==> src/rtl/ppu_pkg.sv <==
// ppu_pkg: shared constants and types for the PPU VRAM arbiter
package ppu_pkg;
  localparam int PPU_ADDR_W   = 14;
  localparam int PPU_DATA_W   = 8;
  localparam int PPU_MAX_WAIT = 16;
  typedef enum logic [1:0] {IDLE, REN, CPU} ppu_owner_t;
  typedef struct packed {
    logic                  we;
    logic [PPU_ADDR_W-1:0] addr;
    logic [PPU_DATA_W-1:0] wdata;
  } ppu_cpu_req_t;
endpackage

==> src/rtl/ppu_cpu_req_slot.sv <==
// ppu_cpu_req_slot: one-entry CPU access holder with a saturating starvation wait counter
module ppu_cpu_req_slot
  import ppu_pkg::*;
#(
  parameter int MAX_WAIT = PPU_MAX_WAIT
) (
  input  logic         clk,
  input  logic         rst,
  input  logic         req_i,
  input  ppu_cpu_req_t req_data_i,
  input  logic         issue_i,
  output logic         full_o,
  output logic         force_o,
  output ppu_cpu_req_t slot_o
);
  localparam int WW = $clog2(MAX_WAIT + 1);
  logic          full_q, full_d, fill;
  logic [WW-1:0] wait_q, wait_d;
  ppu_cpu_req_t  slot_q, slot_d;
  assign fill = req_i && !full_q;
  always_comb begin
    full_d = issue_i ? 1'b0 : (full_q || fill);
    slot_d = fill ? req_data_i : slot_q;
    wait_d = (issue_i || fill) ? '0 :
             (full_q && wait_q != WW'(MAX_WAIT)) ? wait_q + 1'b1 : wait_q;
  end
  always_ff @(posedge clk) begin
    if (rst) begin
      full_q <= 1'b0;
      wait_q <= '0;
      slot_q <= '0;
    end else begin
      full_q <= full_d;
      wait_q <= wait_d;
      slot_q <= slot_d;
    end
  end
  assign full_o  = full_q;
  assign force_o = full_q && wait_q >= WW'(MAX_WAIT);
  assign slot_o  = slot_q;
endmodule

==> src/rtl/ppu_vram_arbiter.sv <==
// ppu_vram_arbiter: shares the VRAM bus between render fetches (priority) and a
// one-entry CPU slot; owner_q remembers who owns the RETURN stage.
module ppu_vram_arbiter
  import ppu_pkg::*;
#(
  parameter int ADDR_W   = PPU_ADDR_W,
  parameter int DATA_W   = PPU_DATA_W,
  parameter int MAX_WAIT = PPU_MAX_WAIT
) (
  input  logic              PPU_SLOW_CLOCK,
  input  logic              RST,
  input  logic              REN_REQ,
  input  logic [ADDR_W-1:0] REN_ADDR,
  output logic              REN_GNT,
  output logic              REN_VALID,
  output logic [DATA_W-1:0] REN_RDATA,
  input  logic              CPU_REQ,
  input  logic              CPU_WE,
  input  logic [ADDR_W-1:0] CPU_ADDR,
  input  logic [DATA_W-1:0] CPU_WDATA,
  output logic              CPU_BUSY,
  output logic              CPU_DONE,
  output logic [DATA_W-1:0] CPU_RDATA,
  output logic [ADDR_W-1:0] APPU,
  output logic              ALE,
  output logic              VRAM_WE,
  output logic [DATA_W-1:0] PPUDO,
  input  logic [DATA_W-1:0] PPUDI
);
  ppu_owner_t        owner_q, owner_d;
  ppu_cpu_req_t      cpu_req, slot;
  logic              slot_full, slot_force, cpu_issue, ret_we_q;
  logic [ADDR_W-1:0] appu_q;
  logic [DATA_W-1:0] ren_rdata_q, cpu_rdata_q;
  assign cpu_req = '{we: CPU_WE, addr: PPU_ADDR_W'(CPU_ADDR), wdata: PPU_DATA_W'(CPU_WDATA)};
  ppu_cpu_req_slot #(.MAX_WAIT(MAX_WAIT)) u_slot (
    .clk       (PPU_SLOW_CLOCK),
    .rst       (RST),
    .req_i     (CPU_REQ),
    .req_data_i(cpu_req),
    .issue_i   (cpu_issue),
    .full_o    (slot_full),
    .force_o   (slot_force),
    .slot_o    (slot)
  );
  always_comb begin
    owner_d   = RST ? IDLE : slot_force ? CPU : REN_REQ ? REN : slot_full ? CPU : IDLE;
    cpu_issue = owner_d == CPU;
    REN_GNT   = owner_d == REN;
    ALE       = owner_d != IDLE;
    VRAM_WE   = cpu_issue && slot.we;
    PPUDO     = VRAM_WE ? DATA_W'(slot.wdata) : '0;
    APPU      = cpu_issue ? ADDR_W'(slot.addr) : REN_GNT ? REN_ADDR : appu_q;
    // RST in the RETURN cycle discards the in-flight access
    REN_VALID = !RST && owner_q == REN;
    CPU_DONE  = !RST && owner_q == CPU;
    CPU_BUSY  = !RST && (slot_full || owner_q == CPU);
    REN_RDATA = REN_VALID ? PPUDI : ren_rdata_q;
    CPU_RDATA = (CPU_DONE && !ret_we_q) ? PPUDI : cpu_rdata_q;
  end
  always_ff @(posedge PPU_SLOW_CLOCK) begin
    if (RST) begin
      owner_q     <= IDLE;
      appu_q      <= '0;
      ret_we_q    <= 1'b0;
      ren_rdata_q <= '0;
      cpu_rdata_q <= '0;
    end else begin
      owner_q     <= owner_d;
      appu_q      <= APPU;
      ret_we_q    <= VRAM_WE;
      ren_rdata_q <= REN_RDATA;
      cpu_rdata_q <= CPU_RDATA;
    end
  end
endmodule

==> config.mk <==
export PLATFORM = sky130hd
export DESIGN_NAME = ppu_vram_arbiter
export DESIGN_NICKNAME = d
export VERILOG_FILES = /design/src/rtl/ppu_pkg.sv /design/src/rtl/ppu_cpu_req_slot.sv /design/src/rtl/ppu_vram_arbiter.sv
export SDC_FILE = /design/constraint.sdc
export NUM_CORES = 1
export LEC_CHECK = 0
export BUFFER_PORTS_ARGS = -buffer_cell sky130_fd_sc_hd__buf_4
export CELL_PAD_IN_SITES_DETAIL_PLACEMENT = 1
export CELL_PAD_IN_SITES_GLOBAL_PLACEMENT = 2
export CORE_ASPECT_RATIO = 0.75
export CORE_MARGIN = 8
export CORE_UTILIZATION = 32
export CTS_BUF_LIST = sky130_fd_sc_hd__clkbuf_8
export CTS_CLUSTER_SIZE = 24
export DETAILED_ROUTE_END_ITERATION = 10
export GPL_TIMING_DRIVEN = 0
export PLACE_DENSITY = 0.92
export SLEW_MARGIN = 20
export SYNTH_ARGS = -nofsm -noshare
export SYNTH_HDL_FRONTEND = slang
export SYNTH_SLANG_ARGS = --single-unit
==> constraint.sdc <==
create_clock -name PPU_SLOW_CLOCK -period 2.3 [get_ports PPU_SLOW_CLOCK]
set_input_delay 0.23 -clock PPU_SLOW_CLOCK [delete_from_list [all_inputs] [get_ports PPU_SLOW_CLOCK]]
set_output_delay 0.23 -clock PPU_SLOW_CLOCK [all_outputs]
set_load 0.005 [all_outputs]
==> metrics.yaml <==
yosys:
  synthFlopType: "dfxtp_1"
  synth_top_family_by_area: "simple AND/OR/NAND/NOR gates"
  seq_area_frac_synth_pct: 44.64
  yosys-mux-area-fraction_pct: 6.481
  yosys_warnings: 0
  synth-compound-area-share_pct: 20.34
  synthAdderAreaFrac_pct: 0.9001
  synthCells: 313
  async_flop_share_pct: 0
  yosys.cell_types.count: 34
  synth-edff-count: 0
  synth-seq-cells: 62
  avgSynthCellArea_sq_um: 8.882
  synth_xor_area_share_pct: 0.6301
  synth_nets: 364
  synth_area_sq_um: 2780
  synthSimpleGateAreaFrac_pct: 21.06
layout:
  num_antenna_cells: 0
  syn_to_final_growth_pct: 39.29
  n_fill_cell: 990
  fin_area_sq_um: 3872
  nets: 464
  layout-drive-gt1-share_pct: 34.21
clock_tree:
  cts_resized: 0
  cts_inserted_buffers: 9
  clkSinkCount: 62
  path_clk_slew_ps: 80
  cts_tree: "built"
  clk_path_buf_depth: 2
  holdBufCountCts: 0
  htreeDepth: 3
  worstSkewPairLatency_ps: 340
  postCtsSetupRepairBufs: 0
  clock-root-buffer: "clkbuf_8"
global_route:
  antenna_found_initial: 0
  grt_overflow: 0
  grt_pass1_vias: 2990
  grt_use_total_pct: 16.46
  grt_max_degree: 12
  grt_pass1_wl_microns: 15590
sta:
  finalCriticalPeriod_ps: 2188
  tns_ps: 0
  worst_slack_ps: 111.7
  tightest_slew_ps: 680.3
  slew_headroom_pct: 54.17
  finalHoldViolations: 0
  setup_viol: 0
  finalCritPeriodShare_pct: 95.14
  rsz0062_at_grt: "false"
  slew_violations: 0
  skew_ps: 8.285
  max_clock_freq_ghz: 0.4570
setup_path:
  cp-end-kind: "output port"
  cp_data_arrival_time_ps: 1960
  r2r_slack_ps: 640
  crit_start: "u_slot.wait_q[4]$_SDFFE_PP0P_"
  worstReg2RegStart: "owner_q[0]$_SDFF_PP0_"
  rr_worst_depth: 3
  r2r-end: "cpu_rdata_q[1]$_SDFF_PP0_"
  slowest_stage: "dfxtp_1"
  cp.required_ps: 2070
  worstPathCellList: "and2b_4 -> or2_4 -> buf_6 -> buf_2 -> a31oi_1 -> buf_4"
  worstSetupPathType: "reg -> out"
  slowest_delay_ps: 410
  cp_max_fo: 10
  startpoint_type: "flip-flop"
min_path:
  hold_end: "u_slot.slot_o[9]$_SDFFE_PP0P_"
  whs_path_depth: 3
  hp-class: "in -> reg"
  hold_start: "CPU_ADDR[1]"
die:
  rows: 29
  initial_core_util_pct: 32.88
  core_sq_um: 8454
  fp.dieW_microns: 123.6
  dieArea_sq_um: 11960
  die_h_microns: 96.72
  num_io_pins: 93
drt:
  ant_nets: 0
  dr.pass1.iters: 4
  routedWlPerCell_microns: 18.37
  first_iter_violations: 166
  vias_per_cell: 5.245
  drc: 0
  vias: 2759
  drt-total-wl_microns: 9662
power:
  ir_worst_vdd_mv: 0.3197
  power_switching_mw: 0.6679
  leakage_nw: 1.656
  pwr-share-comb_pct: 13.4
  switching_share_pct: 23.57
  power_mw: 2.834
  powerDensity_nw_per_um2: 731.8
  clkPwrFrac_pct: 46.1
  internal_power_mw: 2.166
  seqPwrFrac_pct: 40.4
place:
  gp_congestion: 0.7657
  dp_hpwl_microns: 7246
  post-place-ws_ps: 414.4
  portBuffers: 90
  place_area_sq_um: 3591
run_status:
  status: "finished clean"
job:
  cap_violations: 0
-- final cells by class --
cell class,instances,area (sq um),area share [%]
Clock buffer,10,137.6,3.554
Tap cell,108,135.1,3.490
Timing Repair Buffer,90,675.6,17.45
Sequential cell,62,1241,32.05
Multi-Input combinational cell,218,1386,35.80
Buffer,26,141.4,3.651
Inverter,6,22.52,0.5816
Clock inverter,6,132.6,3.425
-- kinds of logic after synthesis --
logic type	after synthesis
flops	62
fa+ha+maj	2
compound gates	87
buf+inv	33
xor+xnor	2
simple gates	111
mux	16
-- cell usage after synthesis, types with 2 or more instances --
cell,count,area share [%]
nand2b_1,2,0.45
buf_2,9,1.6
nand2_1,46,6.2
a21oi_1,25,4.5
and2_1,19,4.3
nand3_1,2,0.36
inv_1,6,0.81
dfxtp_1,62,45
nor3b_1,2,0.54
mux2_2,16,6.5
o2111ai_1,14,4.4
a311oi_1,15,4.7
o21ai_0,16,2.9
nand4_1,2,0.45
nor2_1,7,0.95
a31oi_1,15,3.4
nor3_1,15,2.7
clkbuf_1,13,1.8
ha_1,2,0.90
and3_1,8,1.8
buf_6,4,1.6
-- worst max path at each step --
stage	endpoint	slack (ps)	cells past startpoint
6_report	APPU[7]	110	6
5_1_grt	APPU[8]	1	6
4_1_cts	APPU[12]	40	5
3_5_place_dp	APPU[12]	410	5
3_3_place_gp	APPU[12]	490	5
2_1_floorplan	APPU[10]	830	5
-- cells in the final DEF (no fill, tap or decap), types with 2 or more instances in the layout --
master,instances
buf_4,90
dfxtp_1,62
nand2_1,46
a21oi_1,25
and2_1,19
mux2_2,16
o21ai_0,16
nor3_1,15
a311oi_1,15
o2111ai_1,14
a31oi_1,13
clkbuf_1,11
clkbuf_8,10
buf_2,9
and3_1,8
nor2_1,7
inv_1,6
buf_6,4
bufinv_16,4
nor3b_1,2
nand2b_1,2
clkbuf_2,2
a31oi_2,2
nand4_1,2
nand3_1,2
ha_1,2
-- worst max-delay path: cells and delay by family, from the launching register on --
kind / cells / cell delay [ps]
simple gates: 2 / 500
flops: 1 / 410
compound gates: 1 / 200
buf+inv: 3 / 500
-- state kept, by name (all words and copies together) (netlist names) --
| signal | cells |
|---|---|
| ret_we_q | 1 |
| u_slot.slot_o | 23 |
| ren_rdata_q | 8 |
| cpu_rdata_q | 8 |
| owner_q | 2 |
| appu_q | 14 |
| u_slot.wait_q | 5 |
| u_slot.full_o | 1 |
-- per-stage QoR --
step                utilization [%]  hold slack [ps]  cells
floorplan                         -            366.0    313
global placement              42.47            437.9    511
detailed placement            42.47            445.5    511
CTS                           45.67            119.4    527
global route                  45.80            127.3    526
finish                        45.80            133.5    526
-- power groups by stage --
stage          combinational, mW  clock [mW]  sequential, mW
2_1_floorplan              0.185           0            1.16
3_3_place_gp               0.368           0            1.17
3_5_place_dp               0.377           0            1.17
4_1_cts                    0.380        1.33            1.15
5_1_grt                    0.417        1.38            1.15
6_report                   0.380        1.31            1.15
-- routing by layer --
layer,track usage (%),share of wire (%),vias up
met5,0,0,-
met1,19.94,45,1345
met3,4.820,4.3,15
met2,26.99,49,63
li1,-,-,1336
met4,5.540,1.7,0
(Power assumes the default switching activity.)
